File: src/rtl/sd_uart_pkg.sv
`default_nettype none
// ============================================================================
// sd_uart_pkg : ASCII constants, parser states and hex helpers for the UART
//               sample path (shared with the hex transmitter)
// Revision    : 1.0
// ============================================================================
package sd_uart_pkg;

    localparam logic [7:0] ASCII_LF      = 8'h0A;
    localparam logic [7:0] ASCII_CR      = 8'h0D;
    localparam logic [7:0] ASCII_0       = 8'h30;
    localparam logic [7:0] ASCII_9       = 8'h39;
    localparam logic [7:0] ASCII_UPPER_A = 8'h41;
    localparam logic [7:0] ASCII_UPPER_F = 8'h46;
    localparam logic [7:0] ASCII_LOWER_A = 8'h61;
    localparam logic [7:0] ASCII_LOWER_F = 8'h66;

    typedef enum logic [1:0] {
        ST_IDLE    = 2'd0,
        ST_DIGITS  = 2'd1,
        ST_EOL     = 2'd2,
        ST_DISCARD = 2'd3
    } parse_state_t;

    function automatic logic is_hex_digit(input logic [7:0] c);
        return ((c >= ASCII_0) && (c <= ASCII_9)) ||
               ((c >= ASCII_UPPER_A) && (c <= ASCII_UPPER_F)) ||
               ((c >= ASCII_LOWER_A) && (c <= ASCII_LOWER_F));
    endfunction

    function automatic logic is_eol(input logic [7:0] c);
        return (c == ASCII_LF) || (c == ASCII_CR);
    endfunction

    // Letters of either case carry value (low nibble + 9); only valid for hex digits.
    function automatic logic [3:0] hex_to_nibble(input logic [7:0] c);
        return (c <= ASCII_9) ? c[3:0] : (c[3:0] + 4'd9);
    endfunction

endpackage
`default_nettype wire

File: src/rtl/sample_fifo.sv
`default_nettype none
// ============================================================================
// sample_fifo : single-clock sample FIFO with registered read data and level
// Revision    : 1.0
// ============================================================================
module sample_fifo #(
    parameter int DEPTH = 16,
    parameter int WIDTH = 24
) (
    input  logic                       clk,
    input  logic                       rst,
    input  logic                       push,
    input  logic [WIDTH-1:0]           push_data,
    input  logic                       pop,
    output logic [WIDTH-1:0]           pop_data,
    output logic                       full,
    output logic                       empty,
    output logic [$clog2(DEPTH):0]     level
);
    localparam int AW = $clog2(DEPTH);

    logic [WIDTH-1:0] mem [DEPTH];
    logic [AW-1:0]    wr_ptr;
    logic [AW-1:0]    rd_ptr;
    logic             wr_en;
    logic             rd_en;

    assign full  = (level == (AW+1)'(DEPTH));
    assign empty = (level == '0);
    // A pop in the same cycle frees the slot a full-FIFO push needs.
    assign wr_en = push & (~full | pop);
    assign rd_en = pop & ~empty;

    always_ff @(posedge clk) begin
        if (wr_en) begin
            mem[wr_ptr] <= push_data;
        end
    end

    always_ff @(posedge clk or posedge rst) begin
        if (rst) begin
            wr_ptr   <= '0;
            rd_ptr   <= '0;
            level    <= '0;
            pop_data <= '0;
        end else begin
            if (wr_en) begin
                wr_ptr <= wr_ptr + AW'(1);
            end
            if (rd_en) begin
                rd_ptr   <= rd_ptr + AW'(1);
                pop_data <= mem[rd_ptr];
            end
            case ({wr_en, rd_en})
                2'b10:   level <= level + (AW+1)'(1);
                2'b01:   level <= level - (AW+1)'(1);
                default: level <= level;
            endcase
        end
    end
endmodule
`default_nettype wire

File: src/rtl/uart_hex_sample_loader.sv
`default_nettype none
// ============================================================================
// uart_hex_sample_loader : parses ASCII hex lines from a UART into DAC samples
// Revision               : 1.0
// ============================================================================
module uart_hex_sample_loader
    import sd_uart_pkg::*;
#(
    parameter int FIFO_DEPTH  = 16,
    parameter int SAMPLE_BITS = 24
) (
    input  logic                          clk,
    input  logic                          rst,
    input  logic                          rvalid,
    output logic                          rready,
    input  logic [7:0]                    rdata,
    input  logic                          dac_ready,
    output logic [SAMPLE_BITS-1:0]        dac_input,
    output logic [$clog2(FIFO_DEPTH):0]   fill_level,
    output logic                          overflow,
    output logic                          underflow,
    output logic                          parse_err,
    input  logic                          clear
);
    localparam int NUM_DIGITS = SAMPLE_BITS / 4;
    localparam int CNT_W      = $clog2(NUM_DIGITS + 1);

    parse_state_t           state, state_next;
    logic [SAMPLE_BITS-1:0] shreg, shreg_next;
    logic [CNT_W-1:0]       count, count_next;
    logic                   push_pend, push_next;
    logic                   err_event;
    logic                   accept;
    logic                   byte_hex;
    logic                   byte_eol;
    logic [3:0]             nib;
    logic                   fifo_full;
    logic                   fifo_empty;
    logic                   pop;

    assign accept   = rvalid & rready;
    assign byte_hex = is_hex_digit(rdata);
    assign byte_eol = is_eol(rdata);
    assign nib      = hex_to_nibble(rdata);

    always_ff @(posedge clk or posedge rst) begin
        if (rst) begin
            state     <= ST_IDLE;
            shreg     <= '0;
            count     <= '0;
            push_pend <= 1'b0;
            rready    <= 1'b0;
        end else begin
            state     <= state_next;
            shreg     <= shreg_next;
            count     <= count_next;
            push_pend <= push_next;
            rready    <= 1'b1;
        end
    end

    always_comb begin
        state_next = state;
        shreg_next = shreg;
        count_next = count;
        push_next  = 1'b0;
        err_event  = 1'b0;
        if (accept) begin
            case (state)
                ST_IDLE: begin
                    if (byte_hex) begin
                        shreg_next = SAMPLE_BITS'(nib);
                        count_next = CNT_W'(1);
                        state_next = (NUM_DIGITS == 1) ? ST_EOL : ST_DIGITS;
                    end else if (!byte_eol) begin
                        err_event  = 1'b1;
                        state_next = ST_DISCARD;
                    end
                end
                ST_DIGITS: begin
                    if (byte_hex) begin
                        shreg_next = (shreg << 4) | SAMPLE_BITS'(nib);
                        count_next = count + CNT_W'(1);
                        if (count == CNT_W'(NUM_DIGITS - 1)) begin
                            state_next = ST_EOL;
                        end
                    end else begin
                        err_event  = 1'b1;
                        state_next = byte_eol ? ST_IDLE : ST_DISCARD;
                    end
                end
                ST_EOL: begin
                    if (byte_eol) begin
                        push_next  = 1'b1;
                        state_next = ST_IDLE;
                    end else begin
                        err_event  = 1'b1;
                        state_next = ST_DISCARD;
                    end
                end
                default: begin
                    if (byte_eol) begin
                        state_next = ST_IDLE;
                    end
                end
            endcase
        end
    end

    // The assembled sample stays in shreg for the push cycle: any new digit
    // that arrives then is loaded on the same edge that writes the FIFO.
    assign pop = dac_ready & ~fifo_empty;

    sample_fifo #(
        .DEPTH (FIFO_DEPTH),
        .WIDTH (SAMPLE_BITS)
    ) u_fifo (
        .clk       (clk),
        .rst       (rst),
        .push      (push_pend),
        .push_data (shreg),
        .pop       (pop),
        .pop_data  (dac_input),
        .full      (fifo_full),
        .empty     (fifo_empty),
        .level     (fill_level)
    );

    // Sticky flags: a new event takes priority over a simultaneous clear.
    always_ff @(posedge clk or posedge rst) begin
        if (rst) begin
            overflow  <= 1'b0;
            underflow <= 1'b0;
            parse_err <= 1'b0;
        end else begin
            if (push_pend & fifo_full & ~pop) overflow <= 1'b1;
            else if (clear)                   overflow <= 1'b0;
            if (dac_ready & fifo_empty)       underflow <= 1'b1;
            else if (clear)                   underflow <= 1'b0;
            if (err_event)                    parse_err <= 1'b1;
            else if (clear)                   parse_err <= 1'b0;
        end
    end
endmodule
`default_nettype wire

File: config.mk
export PLATFORM = sky130hd
export DESIGN_NAME = uart_hex_sample_loader
export DESIGN_NICKNAME = d
export VERILOG_FILES = /design/src/rtl/sd_uart_pkg.sv /design/src/rtl/sample_fifo.sv /design/src/rtl/uart_hex_sample_loader.sv
export SDC_FILE = /design/constraint.sdc
export NUM_CORES = 1
export LEC_CHECK = 0
export ABC_AREA = 1
export CORE_ASPECT_RATIO = 1.75
export CORE_UTILIZATION = 40
export CTS_BUF_LIST = sky130_fd_sc_hd__clkbuf_8 sky130_fd_sc_hd__clkbuf_16
export CTS_CLUSTER_SIZE = 20
export DETAILED_ROUTE_END_ITERATION = 6
export GPL_ROUTABILITY_DRIVEN = 0
export SLEW_MARGIN = 20
export SYNTH_ARGS = -nofsm -noshare
export SYNTH_HDL_FRONTEND = slang
export SYNTH_SLANG_ARGS = --single-unit
File: constraint.sdc
create_clock -name clk -period 5.6 [get_ports clk]
set_input_delay 1.68 -clock clk [delete_from_list [all_inputs] [get_ports clk]]
set_output_delay 1.68 -clock clk [all_outputs]
set_load 0.02 [all_outputs]
==> results of run 1 <==
## state kept, by name, summed over array words and instances (netlist names), 2 cells and up
register,cells
u_fifo.pop_data,24
u_fifo.rd_ptr,4
state,2
count,3
u_fifo.wr_ptr,4
u_fifo.mem,384
shreg,24
u_fifo.level,5
## layer usage
| metal | global-route usage (%) | vias up | share of wire, % |
|---|---|---|---|
| met5 | 0 | - | 0 |
| met4 | 6.93 | 0 | 2.5 |
| met3 | 2.27 | 75 | 5.1 |
| met2 | 35.6 | 317 | 53 |
| met1 | 24.7 | 5887 | 40 |
| li1 | - | 5581 | - |
## final timing paths
path / startpoint / end / slack, ns / cells past startpoint
max: dac_ready / u_fifo.mem[12][7]$_DFFE_PP_ / 1.92 / 5
min: u_fifo.pop_data[4]$_DFFE_PP0P_ / u_fifo.pop_data[4]$_DFFE_PP0P_ / 0.48 / 2
max reg2reg: u_fifo.rd_ptr[1]$_DFFE_PP0P_ / u_fifo.pop_data[19]$_DFFE_PP0P_ / 2.41 / 7
min reg2reg: u_fifo.pop_data[4]$_DFFE_PP0P_ / u_fifo.pop_data[4]$_DFFE_PP0P_ / 0.48 / 2
max in group asynchronous: rst / u_fifo.rd_ptr[0]$_DFFE_PP0P_ / 3.36 / 2
min in group asynchronous: rst / u_fifo.pop_data[13]$_DFFE_PP0P_ / 1.64 / 2
## cell families (layout without fill, tap and decap cells)
kind of cell    after synthesis  count (layout)  synth area share [%]
simple gates                843             843                  19.1
fa+ha+maj                    16              16                  1.12
xor+xnor                     11              11                 0.518
other cells                   1               1                0.0201
flops                       455             455                  71.5
buf+inv                     131             173                  3.18
compound gates              145             145                  4.54
## power breakdown
group | internal, mW | switching [mW]
clock network | 1.40 | 1.27
registers | 3.87 | 0.334
logic | 0.915 | 2.01
## cell usage after synthesis (all sizes together)
library cell / instances
a21boi: 6
a21oi: 53
buf: 63
clkbuf: 25
clkinv: 1
conb: 1
dfrtp: 71
edfxtp: 384
fa: 1
ha: 15
inv: 42
nand2: 518
nand3: 268
nand4: 4
nor2: 47
nor3: 5
o21ai: 77
o22ai: 9
or2: 1
xnor2: 2
xor2: 9
## cells in the final DEF, fill, tap and decap left out, types with 2 or more instances in the layout
cell,instances
nand3_1,267
a21boi_0,6
o22ai_1,9
nand2_4,2
inv_2,3
xnor2_1,2
nor2_1,28
inv_6,5
dfrtp_1,68
clkbuf_16,41
nand2_2,5
o21ai_0,52
clkinvlp_4,7
xor2_1,9
nand4_1,4
inv_1,45
buf_4,11
clkdlybuf4s50_1,45
nand2_1,511
nor3_1,5
clkinv_1,7
dfrtp_2,2
nor2_2,2
ha_1,15
edfxtp_1,384
o21ai_2,25
clkinv_2,6
a21oi_1,53
nor2_4,17
## final cells by class
class                      count  area [um2]
clock inverter                33         211
inverter                      43         171
tap                          583         729
clock buffer                  41        1030
multi-input combinational   1016        4840
fill                        4093       25100
timing repair buffer          56         533
sequential                   455       13300
## stage by stage
step | utilization, % | hold slack, ns | cell area [um2] | total power [mW] | instances
floorplan | - | 0.453 | 18600 | 6.14 | 1602
global placement | 42.6 | 0.469 | 19600 | 7.18 | 2153
detailed placement | 42.6 | 0.470 | 19600 | 7.22 | 2153
CTS | 45.3 | 0.489 | 20800 | 9.87 | 2227
global route | 45.3 | 0.510 | 20800 | 10.3 | 2227
finish | 45.3 | 0.484 | 20800 | 9.80 | 2227
## critical path: cells and delay by family
kind	cells	cell delay (ns)
buf+inv	1	0.55
simple gates	4	1.60
==> impl_metrics.yaml, run 1 <==
status:
  status: "complete, no violations"
die:
  die_h_um: 287
  core-area_um2: 45900
  row_count: 104
  ios: 46
  dieArea_um2: 47400
  start_util_pct: 40.5
  die_x_um: 165
cts:
  clk_path_buf_depth: 3
  cts_root_buf: "clkbuf_16"
  cts_setup_buffers: 0
  cts_tree: "done"
  cts_buffers: 40
  hold_buffers: 0
  cts_sinks: 455
  cts_resized: 0
  insertion_delay_ns: 0.55
  h-tree-depth: 2
  clk_pin_slew_ns: 0.06
hold_path:
  hp-class: "reg2reg"
timing:
  relSlewSlack_pct: 26.7
  finalCriticalPeriod_ns: 3.68
  slew_viol_final: 0
  setup_ws_ns: 1.92
  rsz0062_at_grt: "false"
  timing.final.crit_share_pct: 65.8
  max_freq_mhz: 272
  worst_pin_slew_ns: 1.10
  final_hold_viol_count: 0
  fin_skew_ns: 0.0220
  setup_violations: 0
  fin_tns_setup_ns: 0
synth:
  ys_seq_area_share_pct: 71.5
  synth_nets: 1631
  yosys-top-cells-area: "edfxtp_1, nand2_1, dfrtp_1, nand3_1, a21oi_1"
  synth-seq-cells: 455
  syn_area_um2: 18600
  synthCells: 1602
  synth_cell_types: 31
  ys_warn_count: 0
  yosysTopAreaCell: "edfxtp_1"
  yosysTopAreaCellShare_pct: 61.9
  synth.avg_cell_area_um2: 11.6
setup_path:
  cp_max_fo: 24
  cp_slowest_cell: "nor2_4"
  worst-setup-path-type: "in2reg"
  crit_chain: "clkdlybuf4s50_1 > nor3_1 > nor2_2 > nand2_1 > nor2_4"
  crit_path_start_kind: "input pin"
  required_ns: 5.77
  max_stage_delay_ns: 0.79
  worstSetupEndpointType: "register"
  crit_arrival_ns: 3.85
drt:
  detail-route-antenna-nets: 0
  num_vias: 11860
  drt_iter0_drc: 965
  viasPerCell: 5.33
  drc: 0
  routedWlPerCell_um: 20.6
  wl_um: 45900
  first_pass_iters: 5
placement:
  dp_hpwl_um: 26800
  io_buffer_count: 45
  place_ws_ns: 1.34
final_layout:
  insertedDiodeCount: 0
  area_growth_syn_to_layout_pct: 11.8
  final_layout_size_suffix_gt1_share_pct: 8.03
  fin_nets: 1641
pwr:
  powerDensity_nw_per_um2: 471
  power_leakage_nw: 7.69
  ir_drop_mv: 0.267
global_route:
  grt_pass1_vias: 12006
  antenna_found_initial: 1
  grt-ovfl-total: 0
  grt_max_degree: 99
  grt_pass1_wl_um: 70500
  grt.total_usage_pct: 20.0
run:
  drv_cap: 0
Note: power is estimated with default switching activity, not from simulation.
==> inputs of run 2 (changes only) <==
- clock period: 5.6 -> 3.1 ns (I/O delays scaled with it)
==> impl_metrics.yaml, run 2 (synthesis gave the netlist of run 1 again) <==
cts:
  hold_buffers: 0
  cts_resized: 0
  cts_sinks: 455
  cts_setup_buffers: 0
  cts_buffers: 41
  h-tree-depth: 2
  cts_tree: "done"
  clk_path_buf_depth: 3
  clk_pin_slew_ns: 0.06
  cts_root_buf: "clkbuf_16"
  insertion_delay_ns: 0.55
drt:
  drc: 0
  num_vias: 12069
  wl_um: 45000
  detail-route-antenna-nets: 0
  drt_iter0_drc: 1015
  first_pass_iters: 5
  viasPerCell: 5.33
  routedWlPerCell_um: 19.9
timing:
  worst_pin_slew_ns: 1.04
  max_freq_mhz: 397
  rsz0062_at_grt: "false"
  finalCriticalPeriod_ns: 2.52
  fin_skew_ns: 0.0185
  setup_ws_ns: 0.582
  fin_hold_ws_ns: 0.477
  slew_viol_final: 0
  fin_tns_setup_ns: 0
  final_hold_viol_count: 0
  setup_violations: 0
  relSlewSlack_pct: 30.9
  timing.final.crit_share_pct: 81.2
final_layout:
  fin_nets: 1679
  final_cell_mix: "nand2_1, edfxtp_1, nand3_1"
  final_layout_size_suffix_gt1_share_pct: 10.5
  fin_util_pct: 47.1
  layout_commonest_cell: "nand2_1"
  num-fill-cells: 4055
  largest_register_ffs: 384
  insertedDiodeCount: 0
  stdcell_count: 2265
  regMostFlops: "u_fifo.mem"
  reg.largest.list: "u_fifo.mem (384), shreg (24), u_fifo.pop_data (24)"
  area_growth_syn_to_layout_pct: 16.2
  fin_area_um2: 21600
pwr:
  p_total_mw: 18.4
  powerDensity_nw_per_um2: 850
  power_leakage_nw: 8.06
  ir_drop_mv: 0.888
global_route:
  grt-ovfl-total: 0
  grt.total_usage_pct: 19.5
  grt_max_degree: 194
  grt_pass1_wl_um: 70000
  antenna_found_initial: 0
  grt_pass1_vias: 11874
die:
  ios: 46
  die_x_um: 165
  start_util_pct: 40.5
  core-area_um2: 45900
  dieArea_um2: 47400
  row_count: 104
  die_h_um: 287
setup_path:
  cp_max_fo: 4
  max_stage_delay_ns: 0.63
  worst-setup-path-type: "reg2out"
  crit_arrival_ns: 1.59
  cp_slowest_cell: "clkdlybuf4s50_1"
  required_ns: 2.17
  worstSetupEndpointType: "output pin"
  crit_chain: "clkdlybuf4s50_1"
  cpLargestDelayFamily: "buffers and inverters"
  crit_path_start_kind: "register"
  path_buf_inv: 1
hold_path:
  hp-class: "reg2reg"
placement:
  dpl_cell_area_um2: 20200
  place_ws_ns: 0.0596
  place_inst: 2190
  dp_hpwl_um: 26800
  io_buffer_count: 45
status:
  status: "complete, no violations"
run:
  drv_cap: 0
run 2: worst reg2reg max path, stage by stage (launching register included):
cell and delay, ns:
dfrtp_1 0.43, inv_1 0.12, nand4_1 0.15, inv_1 0.10, nand2_1 0.09, nand2_4 0.07
clkinv_1 0.07, ha_1 0.22, buf_4 0.16, ha_1 0.26, nand2_1 0.06, inv_1 0.04
o21ai_0 0.14, nand2_1 0.09, o21ai_0 0.14, a21oi_1 0.05, a21oi_1 0.12
run 2: layer usage:
metal	track usage (%)	up-vias	share of wire, %
met5	0	-	0
met4	6.54	0	2.7
met3	2.25	71	5.0
met2	33.8	348	52
met1	25.1	5972	41
li1	-	5678	-
run 2: path summary, 6_finish.rpt:
path / cells past startpoint / to / start / slack, ns
setup / recovery: 1 / fill_level[0] / u_fifo.level[0]$_DFFE_PP0P_ / 0.58
hold / removal: 2 / u_fifo.pop_data[1]$_DFFE_PP0P_ / u_fifo.pop_data[1]$_DFFE_PP0P_ / 0.48
setup reg to reg: 16 / u_fifo.level[3]$_DFFE_PP0P_ / u_fifo.level[1]$_DFFE_PP0P_ / 0.72
hold reg to reg: 2 / u_fifo.pop_data[1]$_DFFE_PP0P_ / u_fifo.pop_data[1]$_DFFE_PP0P_ / 0.48
max in group asynchronous: 3 / shreg[2]$_DFFE_PP0P_ / rst / 1.81
min in group asynchronous: 2 / u_fifo.level[2]$_DFFE_PP0P_ / rst / 0.65
run 2: area by class of cell:
cell class / instances / area, um2 / share of cell area [%]
clock buffer: 48 / 1140 / 5.29
sequential: 455 / 13300 / 61.5
multi-input combinational: 1016 / 4840 / 22.4
timing repair buffer: 93 / 1160 / 5.37
clock inverter: 27 / 282 / 1.30
tap: 583 / 729 / 3.37
inverter: 43 / 166 / 0.769
run 2: power breakdown:
group / switching, mW / internal, mW / leakage (nW)
Sequential: 0.475 / 7.00 / 4.40
Clock: 2.26 / 3.08 / 0.706
Combinational: 3.75 / 1.84 / 2.96
